===== config.mk =====
export PLATFORM = sky130hd
export DESIGN_NAME = vertex_stream_reader
export DESIGN_NICKNAME = d
export VERILOG_FILES = /design/src/rtl/gpu_pkg.sv /design/src/rtl/vertex_stream_reader.sv
export SDC_FILE = /design/constraint.sdc
export NUM_CORES = 2
export LEC_CHECK = 0
export ABC_AREA = 0
export BUFFER_PORTS_ARGS = -buffer_cell sky130_fd_sc_hd__buf_2
export CELL_PAD_IN_SITES_DETAIL_PLACEMENT = 1
export CELL_PAD_IN_SITES_GLOBAL_PLACEMENT = 1
export CORE_MARGIN = 8
export CORE_UTILIZATION = 46
export CTS_BUF_LIST = sky130_fd_sc_hd__clkbuf_4
export CTS_CLUSTER_SIZE = 10
export DETAILED_ROUTE_END_ITERATION = 8
export PLACE_DENSITY_LB_ADDON = 0.1
export SYNTH_ARGS = -nofsm -noshare
export SYNTH_HDL_FRONTEND = slang
export SYNTH_SLANG_ARGS = --single-unit
export TNS_END_PERCENT = 30

===== constraint.sdc =====
create_clock -name clk -period 25.8 [get_ports clk]
set_input_delay 3.87 -clock clk [delete_from_list [all_inputs] [get_ports clk]]
set_output_delay 3.87 -clock clk [all_outputs]
set_load 0.05 [all_outputs]

===== src/rtl/gpu_pkg.sv =====
// Shared definitions for the vertex path.
// Holds the vertex table geometry, the coordinate slice offsets inside a
// vertex word, the shape select encodings and the reader FSM state type.
package gpu_pkg;

  localparam int NUM_VERTS = 12;  // vertex slots provided by the shape LUT
  localparam int VERT_W    = 48;  // {x, y, z}
  localparam int COORD_W   = 16;  // two's-complement fixed point
  localparam int IDX_W     = 4;   // 2**IDX_W must exceed NUM_VERTS

  localparam int X_LSB = 32;
  localparam int Y_LSB = 16;
  localparam int Z_LSB = 0;

  localparam logic [1:0] SHAPE_DEFAULT = 2'd0;  // 1..3 reserved

  typedef enum logic [1:0] {
    ST_IDLE   = 2'd0,
    ST_FETCH  = 2'd1,
    ST_STREAM = 2'd2,
    ST_DONE   = 2'd3
  } vsr_state_e;

endpackage


===== src/rtl/vertex_stream_reader.sv =====
// Reader side of the shape vertex table.
// On start, latches the shape select (driven straight to the shape LUT) and
// the clamped vertex count, snapshots all LUT vertex words in one cycle, then
// streams the first N vertices one per beat over valid/ready.
//
// Ports:
//   clk, reset         clock (rising edge), async active-high reset
//   start              one-cycle request; samples shape_sel and vert_count
//   shape_sel          shape to fetch
//   vert_count         vertices to stream (clamped to NUM_VERTS)
//   abort              cancels a fetch/stream in progress
//   lut_shapeselect    select presented to the shape LUT
//   lut_vertices       flattened LUT words, v0 in the LSBs
//   out_valid/out_ready  beat handshake
//   out_x/out_y/out_z  coordinates of the current vertex
//   out_index          index of the current vertex
//   out_last           current beat is the final vertex
//   busy               block is not idle
//   done               one-cycle pulse on completion or abort
module vertex_stream_reader
  import gpu_pkg::*;
(
  input  logic                        clk,
  input  logic                        reset,
  input  logic                        start,
  input  logic [1:0]                  shape_sel,
  input  logic [IDX_W-1:0]            vert_count,
  input  logic                        abort,
  output logic [1:0]                  lut_shapeselect,
  input  logic [NUM_VERTS*VERT_W-1:0] lut_vertices,
  output logic                        out_valid,
  input  logic                        out_ready,
  output logic [COORD_W-1:0]          out_x,
  output logic [COORD_W-1:0]          out_y,
  output logic [COORD_W-1:0]          out_z,
  output logic [IDX_W-1:0]            out_index,
  output logic                        out_last,
  output logic                        busy,
  output logic                        done
);

  localparam logic [IDX_W-1:0] MAX_CNT = IDX_W'(NUM_VERTS);

  vsr_state_e                         state_q, state_d;
  logic [1:0]                         sel_q, sel_d;
  logic [IDX_W-1:0]                   cnt_q, cnt_d;
  logic [IDX_W-1:0]                   idx_q, idx_d;
  logic [NUM_VERTS-1:0][VERT_W-1:0]   snap_q, snap_d;

  logic              streaming;
  logic              last_beat;
  logic [VERT_W-1:0] cur_word;

  always_ff @(posedge clk or posedge reset) begin
    if (reset) begin
      state_q <= ST_IDLE;
      sel_q   <= '0;
      cnt_q   <= '0;
      idx_q   <= '0;
      snap_q  <= '0;
    end else begin
      state_q <= state_d;
      sel_q   <= sel_d;
      cnt_q   <= cnt_d;
      idx_q   <= idx_d;
      snap_q  <= snap_d;
    end
  end

  assign streaming = (state_q == ST_STREAM);
  // cnt_q is never 0 while streaming, so cnt_q-1 cannot wrap here.
  assign last_beat = (idx_q == cnt_q - IDX_W'(1));

  always_comb begin
    cur_word = '0;
    if (idx_q < MAX_CNT) cur_word = snap_q[idx_q];
  end

  always_comb begin
    state_d = state_q;
    sel_d   = sel_q;
    cnt_d   = cnt_q;
    idx_d   = idx_q;
    snap_d  = snap_q;
    case (state_q)
      ST_IDLE: begin
        if (start) begin
          sel_d   = shape_sel;
          cnt_d   = (vert_count > MAX_CNT) ? MAX_CNT : vert_count;
          state_d = ST_FETCH;
        end
      end
      ST_FETCH: begin
        // LUT is combinational off sel_q, which settled the cycle before.
        snap_d = lut_vertices;
        idx_d  = '0;
        if (abort || cnt_q == '0) state_d = ST_DONE;
        else                      state_d = ST_STREAM;
      end
      ST_STREAM: begin
        if (abort) begin
          state_d = ST_DONE;
        end else if (out_ready) begin
          if (last_beat) state_d = ST_DONE;
          else           idx_d   = idx_q + IDX_W'(1);
        end
      end
      ST_DONE:  state_d = ST_IDLE;
      default:  state_d = ST_IDLE;
    endcase
  end

  // All outputs decode from registers only; nothing depends on out_ready.
  assign lut_shapeselect = sel_q;
  assign out_valid       = streaming;
  assign out_x           = streaming ? cur_word[X_LSB +: COORD_W] : '0;
  assign out_y           = streaming ? cur_word[Y_LSB +: COORD_W] : '0;
  assign out_z           = streaming ? cur_word[Z_LSB +: COORD_W] : '0;
  assign out_index       = streaming ? idx_q : '0;
  assign out_last        = streaming && last_beat;
  assign busy            = (state_q != ST_IDLE);
  assign done            = (state_q == ST_DONE);

endmodule


==> reports/results.md <==
| Metric | Reported | Unit |
| --- | --- | --- |
| Status | finished clean | - |
| Logic depth of the worst path, buffers included | 6 | - |
| First-pass GRT wire length | 142000 | um |
| Num ports | 645 | - |
| Portion of total power attributed to combinational logic | 44.0 | % |
| Synthesized area | 26300 | um2 |
| CP delay by family, top | buffers and inverters | - |
| Share of cells above drive strength 1 | 66.8 | % |
| Total net switching power | 1.71 | mW |
| Critical path, cell by cell | buf_4 > buf_4 > mux4_2 > a22oi_1 > a21oi_1 > buf_2 | - |
| Setup Buffers After CTS | 0 | - |
| Number of H-tree branching levels | 4 | - |
| Worst Path Max Fanout | 43 | - |
| Arrival time reported for the critical path endpoint | 5.10 | ns |
| Slowest library cell on the worst path | sky130_fd_sc_hd__dfrtp_4 | - |
| Fmax | 112 | MHz |
| Port Buf Inserts | 644 | - |
| Leading post-synthesis cells by instance count | sky130_fd_sc_hd__dfrtp_1 (588), sky130_fd_sc_hd__mux2_2 (581), sky130_fd_sc_hd__mux4_2 (144) | - |
| Net count of the finished layout | 2947 | - |
| Path depth of the worst reg2reg path | 5 | - |
| RSZ-0062 raised after global routing | false | - |
| Leak | 14.3 | nW |
| Total setup violations reported at the end of the flow | 0 | - |
| Number of distinct library cells after synthesis | 36 | - |
| Max incr delay on CP | 0.95 | ns |
| Largest net degree at the start of global routing | 178 | - |
| Detailed-route wire length | 99600 | um |
| DP Area | 30200 | um2 |
| Inserted Clock Buffers | 160 | - |
| EDFF count, synth | 0 | - |
| Initial drt markers | 1276 | - |
| Synthesized instance count | 1645 | - |
| Worst min-delay path class | register to register | - |
| Simple-gate area share of the yosys netlist | 1.28 | % |
| Total Die Area | 65100 | um2 |
| Signed area change from the synthesized netlist to the final layout | 22.4 | % |
| Origin of the critical flop-to-flop path | state_q[1] | - |
| Antenna-violating nets left | 0 | - |
| Post-synth net total | 2240 | - |
| Worst setup margin | 16.83 | ns |
| XOR/XNOR share of the synthesized area | 0.252 | % |
| Post-layout min period | 8.97 | ns |
| Worst reg2reg path endpoint | snap_q[250] | - |
| GRT Total Usage | 30.5 | % |
| Net Sw Frac | 37.3 | % |
| Sequential cell fraction of total power | 38.0 | % |
| Crit path top cell by count | sky130_fd_sc_hd__buf_4 | - |
| Ys async rst share | 100 | % |
| Category of the most critical setup path | register to output pin | - |
| Mux contribution to synthesized area | 37.2 | % |
| Worst-case vdd ir drop | 104 | uV |
| Final critical-path share of the clock period | 34.8 | % |
| Number of gates resized after cts | 0 | - |
| Area of all placed cells without fillers | 32200 | um2 |
| Number of antenna violations at the first check in global routing | 43 | - |
| Quantity of hold-fixing buffers added after cts | 0 | - |
| Worst-case register-to-register setup slack | 22.04 | ns |
| Share of the synthesized area in the top cell type | 55.9 | % |
| Clock root buffer | sky130_fd_sc_hd__clkbuf_4 | - |
| DRC violations left | 0 | - |
| Avg Cell Area, Syn | 16.0 | um2 |
| Cell-internal power | 2.87 | mW |
| Syn. warnings | 0 | - |
| Share of the synthesized area in compound gates (AO/OA/AOI/OAI) | 2.83 | % |
| Transition time at the pin with the least slew margin | 1.14 | ns |
| Die Ht | 255 | um |
| Critical path launch point type | register | - |
| Start point of the worst min-delay path | snap_q[305] | - |
| Share of power burned in the clock network | 18.0 | % |
| Via Count | 18300 | - |
| Starting density of the core | 46.6 | % |
| Combinational family with the most area after synthesis | multiplexers | - |
| Endpoint type of the worst setup path | output pin | - |
| Sequential area share after synthesis | 55.9 | % |
| Vias per std cell | 5.63 | - |
| Post-placement worst setup slack | 17.66 | ns |
| Worst hold path stage count | 1 | - |
| Post-Route Setup TNS | 0 | ns |
| Buffer and inverter count on the worst path | 3 | - |
| Clock Path Buffers | 3 | - |
| Number of cells in the design after placement | 2946 | - |
| Number of register bits inferred by synthesis | 588 | - |
| Adder-cell share of the synthesized area | 0.380 | % |
| Die span in x | 255 | um |
| Endpoint with the worst hold slack | snap_q[305] | - |
| Worst-Skew Late Latency | 0.99 | ns |
| Setup clock skew after layout | 0.0301 | ns |
| Worst endpoint required time | 21.93 | ns |
| Row cnt | 87 | - |
| Number of pins exceeding their max-slew limit in the final report | 0 | - |
| Cell taking the most area after synthesis | sky130_fd_sc_hd__dfrtp_1 | - |
| Number of non-filler instances in the completed layout | 3254 | - |
| Most used standard cell by instance count after synthesis | sky130_fd_sc_hd__dfrtp_1 | - |
| TritonCTS clock tree | done | - |
| Max-cap check violation count | 0 | - |
| Routability Congestion | 0.880 | - |
| Relative max-transition margin | 23.7 | % |
| First-pass DRT Iterations | 5 | - |
| Wire length per cell after detailed routing | 30.6 | um |
| Clock slew at reported path FFs | 0.07 | ns |
| Clock sink total | 588 | - |
| Worst hold margin | 0.501 | ns |
| Leading register cell type out of synthesis | sky130_fd_sc_hd__dfrtp_1 | - |
| Number of hold violations in the final report | 0 | - |
| Vias in the first global route | 20700 | - |
| Placeable core region | 56500 | um2 |
| Dpl hpwl | 75300 | um |
| Power density relative to cell area | 142 | nW/um2 |
| Top cells by area in the synthesized netlist | sky130_fd_sc_hd__dfrtp_1 (56%), sky130_fd_sc_hd__mux2_2 (25%), sky130_fd_sc_hd__mux4_2 (12%) | - |
| Congestion Overflow GR | 0 | - |
[routing by layer]
metal	track usage, %	part of all wire, %	up-vias
met3	8.83	8.0	187
met5	0	0.16	-
met1	38.7	40	9674
met2	48.0	48	731
li1	-	-	7696
met4	14.5	4.1	22
[per-stage QoR]
stage	total power [mW]	util, %
6_report	4.59	57.0
5_1_grt	4.83	56.9
4_1_cts	4.61	56.9
3_5_place_dp	3.76	53.4
3_3_place_gp	3.68	53.4
2_1_floorplan	3.15	-
[sequential cells by signal, summed over array words and instances (netlist names)]
name,cells
idx_q,4
cnt_q,4
state_q,2
snap_q,576
lut_shapeselect,2
[kinds of logic (layout without fill, tap and decap cells)]
group | Yosys count | count (layout)
other | 0 | 35
AO/OA/AOI/OAI | 115 | 115
buffers and inverters | 126 | 944
AND/OR/NAND/NOR | 77 | 77
flip-flops | 588 | 588
adder cells (fa/ha/maj) | 8 | 8
multiplexers | 725 | 725
XOR/XNOR | 6 | 6
[area by class of cell]
type,count,area (um2)
Fill cell,5677,24300
Tap cell,756,946
Antenna cell,35,87.6
Clock inverter,31,143
Clock buffer,242,1820
Timing Repair Buffer,664,3400
Multi-Input combinational cell,931,11100
Inverter,7,33.8
Sequential cell,588,14700
[power by group through the flow]
stage	registers, mW	clock network [mW]	logic [mW]
2_1_floorplan	1.58	0	1.57
3_3_place_gp	1.71	0	1.96
3_5_place_dp	1.74	0	2.02
4_1_cts	1.73	0.851	2.03
5_1_grt	1.79	0.897	2.14
6_report	1.74	0.827	2.02
[how the worst max path moves through the flow]
stage | slack (ns) | start | to
floorplan | 5.48 | reset | cnt_q[0]
global placement | 17.71 | idx_q[0] | out_z[7]
detailed placement | 17.66 | idx_q[0] | out_z[7]
CTS | 16.57 | idx_q[0] | out_z[7]
global route | 16.45 | idx_q[0] | out_z[7]
finish | 16.83 | idx_q[0] | out_z[7]
[cells in the final DEF, fill, tap and decap left out, types with 8 or more instances in the layout]
| cell type | n |
|---|---|
| sky130_fd_sc_hd__buf_2 | 644 |
| sky130_fd_sc_hd__dfrtp_1 | 586 |
| sky130_fd_sc_hd__mux2_2 | 581 |
| sky130_fd_sc_hd__clkbuf_4 | 242 |
| sky130_fd_sc_hd__mux4_2 | 144 |
| sky130_fd_sc_hd__nand2_1 | 51 |
| sky130_fd_sc_hd__a21oi_1 | 50 |
| sky130_fd_sc_hd__a22oi_1 | 49 |
| sky130_fd_sc_hd__diode_2 | 35 |
| sky130_fd_sc_hd__clkinv_1 | 25 |
| sky130_fd_sc_hd__buf_4 | 18 |
| sky130_fd_sc_hd__nand3_1 | 8 |
(Power assumes the default switching activity.)
